[config.mk]
export PLATFORM = sky130hd
export DESIGN_NAME = pipeline_hazard_ctrl
export DESIGN_NICKNAME = d
export VERILOG_FILES = /design/src/rtl/pipeline_hazard_ctrl.sv
export SDC_FILE = /design/constraint.sdc
export NUM_CORES = 1
export LEC_CHECK = 0
export ABC_AREA = 1
export CORE_MARGIN = 3
export CORE_UTILIZATION = 52
export CTS_CLUSTER_SIZE = 28
export DETAILED_ROUTE_END_ITERATION = 8
export HOLD_SLACK_MARGIN = 0.08
export PLACE_DENSITY = 0.82
export REMOVE_ABC_BUFFERS = 1
export SLEW_MARGIN = 20
export SYNTH_ARGS = -nofsm -noshare
export SYNTH_HDL_FRONTEND = slang
export SYNTH_SLANG_ARGS = --single-unit
export TNS_END_PERCENT = 5
[constraint.sdc]
create_clock -name CLK -period 3.5 [get_ports CLK]
set_clock_uncertainty 0.15 [all_clocks]
set_input_delay 0.7 -clock CLK [delete_from_list [all_inputs] [get_ports CLK]]
set_output_delay 0.7 -clock CLK [all_outputs]
set_load 0.05 [all_outputs]
[src/rtl/pipeline_hazard_ctrl.sv]
// Stall/flush sequencer for the five-stage pipeline: load-use bubbles, taken-branch
// flushes and memory-wait holds, plus a saturating stall counter and timeout flag.
module pipeline_hazard_ctrl #(
    parameter int CNT_W     = 16,
    parameter int MAX_WAIT  = 8,
    parameter int FLUSH_LEN = 1
) (
    input  logic             CLK,
    input  logic             Reset,
    input  logic [2:0]       IDRs1,
    input  logic [2:0]       IDRs2,
    input  logic             IDUsesRs1,
    input  logic             IDUsesRs2,
    input  logic [2:0]       EXRd,
    input  logic             EXMemRead,
    input  logic             EXRegWrite,
    input  logic             EXBranchTaken,
    input  logic             MemReq,
    input  logic             MemReady,
    output logic             PCWrite,
    output logic             IFIDWrite,
    output logic             IFIDFlush,
    output logic             IDEXBubble,
    output logic             PipeHold,
    output logic [CNT_W-1:0] StallCount,
    output logic             MemTimeout
);

    localparam int WAIT_W = $clog2(MAX_WAIT + 1);
    localparam logic [WAIT_W-1:0] WAIT_LAST = WAIT_W'(MAX_WAIT - 1);

    typedef enum logic [1:0] {RUN, MEMWAIT, FLUSH} state_t;

    state_t            state, state_nx;
    logic [WAIT_W-1:0] wait_cnt, wait_nx;
    logic [1:0]        flush_cnt, flush_nx;
    logic              timeout_set;
    logic              lu, ms, stall;

    assign lu = EXMemRead && EXRegWrite && (EXRd != 3'd0) &&
                ((IDUsesRs1 && (IDRs1 == EXRd)) || (IDUsesRs2 && (IDRs2 == EXRd)));
    assign ms = MemReq && !MemReady;

    always_comb begin
        state_nx    = state;
        wait_nx     = wait_cnt;
        flush_nx    = flush_cnt;
        timeout_set = 1'b0;
        PCWrite     = 1'b1;
        IFIDWrite   = 1'b1;
        IFIDFlush   = 1'b0;
        IDEXBubble  = 1'b0;
        PipeHold    = 1'b0;

        case (state)
            RUN: begin
                if (ms) begin
                    PCWrite   = 1'b0;
                    IFIDWrite = 1'b0;
                    PipeHold  = 1'b1;
                    wait_nx   = WAIT_W'(1);
                    state_nx  = MEMWAIT;
                end else if (EXBranchTaken) begin
                    IFIDFlush  = 1'b1;
                    IDEXBubble = 1'b1;
                    if (FLUSH_LEN > 1) begin
                        flush_nx = 2'(FLUSH_LEN - 1);
                        state_nx = FLUSH;
                    end
                end else if (lu) begin
                    PCWrite    = 1'b0;
                    IFIDWrite  = 1'b0;
                    IDEXBubble = 1'b1;
                end
            end
            MEMWAIT: begin
                if (MemReady) begin
                    wait_nx  = '0;
                    state_nx = RUN;
                end else begin
                    PCWrite   = 1'b0;
                    IFIDWrite = 1'b0;
                    PipeHold  = 1'b1;
                    // Checked before the increment so a counter sized exactly for MAX_WAIT never wraps.
                    if (wait_cnt >= WAIT_LAST) begin
                        timeout_set = 1'b1;
                        wait_nx     = '0;
                        state_nx    = RUN;
                    end else begin
                        wait_nx = wait_cnt + 1'b1;
                    end
                end
            end
            FLUSH: begin
                if (ms) begin
                    PCWrite   = 1'b0;
                    IFIDWrite = 1'b0;
                    PipeHold  = 1'b1;
                    wait_nx   = WAIT_W'(1);
                    flush_nx  = '0;
                    state_nx  = MEMWAIT;
                end else begin
                    IFIDFlush  = 1'b1;
                    IDEXBubble = 1'b1;
                    flush_nx   = flush_cnt - 2'd1;
                    if (flush_cnt <= 2'd1) begin
                        state_nx = RUN;
                    end
                end
            end
            default: state_nx = RUN;
        endcase

        if (!Reset) begin
            PCWrite    = 1'b0;
            IFIDWrite  = 1'b0;
            IFIDFlush  = 1'b1;
            IDEXBubble = 1'b1;
            PipeHold   = 1'b0;
        end
    end

    assign stall = !PCWrite || IFIDFlush;

    always_ff @(posedge CLK or negedge Reset) begin
        if (!Reset) begin
            state      <= RUN;
            wait_cnt   <= '0;
            flush_cnt  <= '0;
            StallCount <= '0;
            MemTimeout <= 1'b0;
        end else begin
            state     <= state_nx;
            wait_cnt  <= wait_nx;
            flush_cnt <= flush_nx;
            if (stall && (StallCount != '1)) begin
                StallCount <= StallCount + 1'b1;
            end
            if (timeout_set) begin
                MemTimeout <= 1'b1;
            end
        end
    end

endmodule
# [Word level (Yosys, flattened, before mapping)]
# Index checks and enable logic that the tools add are counted.
[word_totals] ff_bits=25 input_bits=18 latchBits=0 n_memories=0 output_inout_bits=22 mem_bits_rw=0 elab_cells=70 mem_bits_ro=0
[op_classes] magnitude_cmp=2 eq_ne=9 add_sub_neg=3 n_shift=0 div=0 n_bitwise=0 reduce_logical=17 mul=0 muxes=34
[op_table] cell="$mux W1" count=19
[op_table] cell="$add A16 B1 Y16 const B" count=1
[op_table] cell="$ne A16 B16 Y1 const B" count=1
[op_table] cell="$mux W2" count=6
[op_table] cell="$mux W4" count=3
[op_table] cell="$pmux W4 S2" count=1
[op_table] cell="$logic_and A1 B1 Y1" count=7
[op_table] cell="$eq A3 B3 Y1" count=2
[op_table] cell="$ne A3 B3 Y1 const B" count=2
[op_table] cell="$pmux W1 S2" count=3
[op_table] cell="$pmux W2 S3" count=1
[op_table] cell="$add A4 B1 Y4 const B" count=1
[op_table] cell="$ge A4 B3 Y1 const B" count=1
[op_table] cell="$pmux W1 S3" count=1
[op_table] cell="$reduce_and A3 Y1" count=1
[op_table] cell="$reduce_bool A3 Y1" count=1
[op_table] cell="$eq A2 B1 Y1 const B" count=1
[op_table] cell="$eq A2 B2 Y1 const B" count=1
[op_table] cell="$le A2 B1 Y1 const B" count=1
[op_table] cell="$logic_not A1 Y1" count=2
[op_table] cell="$logic_not A2 Y1" count=1
[op_table] cell="$logic_or A1 B1 Y1" count=2
[op_table] cell="$ne A2 B1 Y1 const B" count=1
[op_table] cell="$ne A2 B2 Y1 const B" count=1
[op_table] cell="4 further kinds" count=4

# [Longest topological paths before layout]
# Gate-level depths: netlist of run 1.
[depth] word_depth=12 ltp_mapped=12 depth_no_buf=11

# [Least setup slack after synthesis of run 1]
# OpenSTA, ideal clock, no wires.
[synth_timing] path_kind="input to output" from="in MemReady" to="out IDEXBubble" stages=7 arrival_ns=1.835 path_slack_ns=0.815 required_ns=2.650 path_buffers=0 cell_sequence="inv_2 nand2_1 inv_2 nor2_2 nand2_1 nand2_1 a31o_2"
[synth_via] elab_chain_len=5 elab_cells_between_ends=6 classes_between="mux: 4; reduce/logical: 2"
[synth_lines] item="start, declared" line_no="19" source="input logic MemReady,"
[synth_lines] item="$logic_not A1 Y1 (*)" line_no="42" source="assign ms = MemReq && !MemReady;"
[synth_lines] item="$logic_and A1 B1 Y1 (*)" line_no="42"
[synth_lines] item="$mux W1, on equally long branches" line_no="95, 57"
[synth_lines] item="$pmux W1 S2 (*)" line_no="55" source="case (state)"
[synth_lines] item="$mux W1 (*)" line_no="114" source="if (!Reset) begin"
[synth_lines] item="end, declared" line_no="23" source="output logic IDEXBubble,"
# Every way passes the cells marked *; elsewhere a longest branch is shown, timed or not.

# [Final worst setup path of run 1]
# Ends and elaborated chain as after synthesis.

==> results.cfg, run 1 <==
[place]
hpwlAfterDp_um = 2770
pre_cts_slack_ps = 434
gp_congestion = 0.835
port_buffers = 39

[global_routing]
grt_use_met3_pct = 3.27
busiest_layer = met2
grt_max_degree = 23
first_global_vias = 1416
antenna_found_initial = 0
grt-ovfl-total = 0
track_usage_pct = 21.4
use_met1_pct = 27.2
grt_pass1_wl_um = 5860
grt_use_met2_pct = 37.1

[sta]
setup_violations = 0
final-max-slew-violation-count = 0
relSlewSlack_pct = 66.4
worst_slew_pin_slew_ps = 503
finalHoldViolCount = 0
setup_slack_ps = 434
final.setup.tns_ps = 0
min_period_ps = 3070
period_share_pct = 87.6
fmax_ghz = 0.326
rsz0062_at_grt = no

[worst_setup_path]
reg2reg_depth = 7
critPathCaptureType = output pin
startpoint = MemReady
crit_type = input port to output pin
r2r_slack_ps = 1450
crit_fanout = 5
startpoint_type = input port
crit_required_ps = 2650
r2r_start = StallCount[0]
timing.rr.end = StallCount[13]
arrival_ps = 2220

[logic_synthesis]
async_flop_share_pct = 100
yosysTopAreaCell = dfrtp_1
netlist.area_leader.share_pct = 37.3
yosysWarningCount = 0
synth_most_common_cell = nand2_1
postSynthAreaPerCell_um2 = 7.24
ys_seq_area_share_pct = 37.3
synth.ff_latch_count = 22
synth_common_cells = nand2_1, nand3_1, dfrtp_1, inv_1, nor2_1
synth_area_um2 = 1480
synth_edf_count = 0
synth_ff_type = dfrtp_1
syn_inst = 204
synthDistinctLibCells = 26
synthTopCellsByArea = dfrtp_1, nand2_1, nand3_1

[hold_path]
min_path_cells = 1
min_to = MemTimeout
hold_class = flip-flop to flip-flop
min_from = MemTimeout

[floorplan]
fp.dieH_um = 59.3
die_area_um2 = 3520
ios = 40
core_area_um2 = 2590
row_count = 18
die_w_um = 59.3
start_util_pct = 57.1

[layout]
seq_area_um2 = 551
drive_gt1_share_pct = 10.7
final_util_pct = 75.0
antenna_cells = 0
multi_input_area_um2 = 791
final_nets = 265
synthToLayoutAreaGrowth_pct = 31.4
fill_cells = 208

[clock_network]
cts_resized = 0
htree_levels = 1
cts_buffers = 3
cts_buffer_depth = 2
cts-root-buf = clkbuf_4
clkLatencyLatePin_ps = 300
ctsHoldBuffers = 0
cts_num_sinks = 22
post_cts.repair.setup_buffers = 0
clk_pin_slew_ps = 100
cts_tree = yes

[status]
outcome = finished, final reports clean

[pwr]
power_density_nw_per_um2 = 435
p_int_mw = 0.478
p_clk_share_pct = 12.9
p_comb_share_pct = 46.5
total_power_mw = 0.845
vdd_drop_max_uv = 674
swShare_pct = 43.5
seqPwrFrac_pct = 40.5
p_leak_nw = 0.996
p_sw_mw = 0.367

[route]
ant_nets = 0
wl_per_cell_um = 12.6
vias = 1402
wl_um = 3440
drtIter0Drc = 74
route.detailed.drc = 0
avgViaCountPerCell = 5.14
dr.pass1.iters = 4

[run]
maxCapViolCount = 0
[metrics by stage]
| step | area (µm²) | hold WS, ps | cells |
|---|---|---|---|
| CTS | 1940 | 346 | 273 |
| floorplan | 1450 | 254 | 200 |
| global placement | 1920 | 309 | 270 |
| global route | 1940 | 364 | 273 |
| detailed placement | 1920 | 322 | 270 |
| finish | 1940 | 342 | 273 |
[how the worst max path moves through the flow]
| stage | endpoint | slack (ps) | depth (start not counted) |
|---|---|---|---|
| 2_1_floorplan | IDEXBubble | 820 | 7 |
| 3_5_place_dp | IDEXBubble | 430 | 9 |
| 6_report | IDEXBubble | 430 | 9 |
| 3_3_place_gp | IDEXBubble | 530 | 9 |
| 4_1_cts | IDEXBubble | 430 | 9 |
| 5_1_grt | IDEXBubble | 350 | 9 |
[cells in the final DEF (no fill, tap or decap), types with 2 or more instances in the layout]
cell | netlist | layout
a21oi_1 | 4 | 4
inv_2 | 6 | 6
nand3_2 | 2 | 2
nor3_1 | 3 | 3
o21ai_0 | 4 | 4
xnor2_1 | 2 | 2
nand2_1 | 71 | 71
inv_1 | 22 | 22
clkdlybuf4s50_1 | 0 | 34
nand3_1 | 23 | 23
clkbuf_4 | 0 | 3
dfrtp_1 | 22 | 22
nor3_2 | 2 | 2
xor2_1 | 10 | 10
buf_4 | 2 | 2
buf_12 | 0 | 4
ha_1 | 2 | 2
nor2_1 | 18 | 18
[critical path: stages]
cell	delay, ps
clkdlybuf4s50_1	530
inv_2	50
nand2_1	80
inv_2	60
nor2_2	180
nand2_1	140
nand2_1	160
a31o_2	120
buf_4	190
[layout make-up]
class,instances,area share (%)
clock buffer,3,1.16
inverter,28,5.41
multi-input combinational,150,40.7
sequential,22,28.4
tap,30,1.93
timing repair buffer,40,22.4
[state kept, by name, summed over array words and instances (netlist names)]
signal	cells
StallCount	16
wait_cnt	4
MemTimeout	1
state	1
[cells by family after synthesis]
family / share of synthesized area, %
AO/OA/AOI/OAI: 4.40
XOR/XNOR: 7.11
adder cells (fa/ha/maj): 1.69
buffers and inverters: 9.23
AND/OR/NAND/NOR: 40.3
flip-flops: 37.3
[routing by layer]
metal	vias to the layer above	wire, µm	part of all wire (%)
met5	-	0	0
met4	0	55	1.6
met3	6	133	3.9
met2	37	1730	50
met1	639	1520	44
li1	720	-	-
[power groups by stage]
stage          registers [mW]  clock network [mW]  logic [mW]
3_5_place_dp            0.346                   0       0.395
3_3_place_gp            0.343                   0       0.383
2_1_floorplan           0.448                   0       0.148
5_1_grt                 0.346               0.122       0.425
6_report                0.343               0.109       0.393
4_1_cts                 0.341               0.114       0.397
No activity file was read; power rests on OpenSTA's default activity.
==> run 2: changes to the inputs <==
--- a/config.mk
+++ b/config.mk
@@ -6,6 +6,7 @@
 export NUM_CORES = 1
 export LEC_CHECK = 0
 export ABC_AREA = 1
+export ABC_CLOCK_PERIOD_IN_PS = 3500
 export CORE_MARGIN = 3
 export CORE_UTILIZATION = 52
 export CTS_CLUSTER_SIZE = 28
==> results of run 2 <==
Final layout, timing and power as in run 1 (identical DEF).
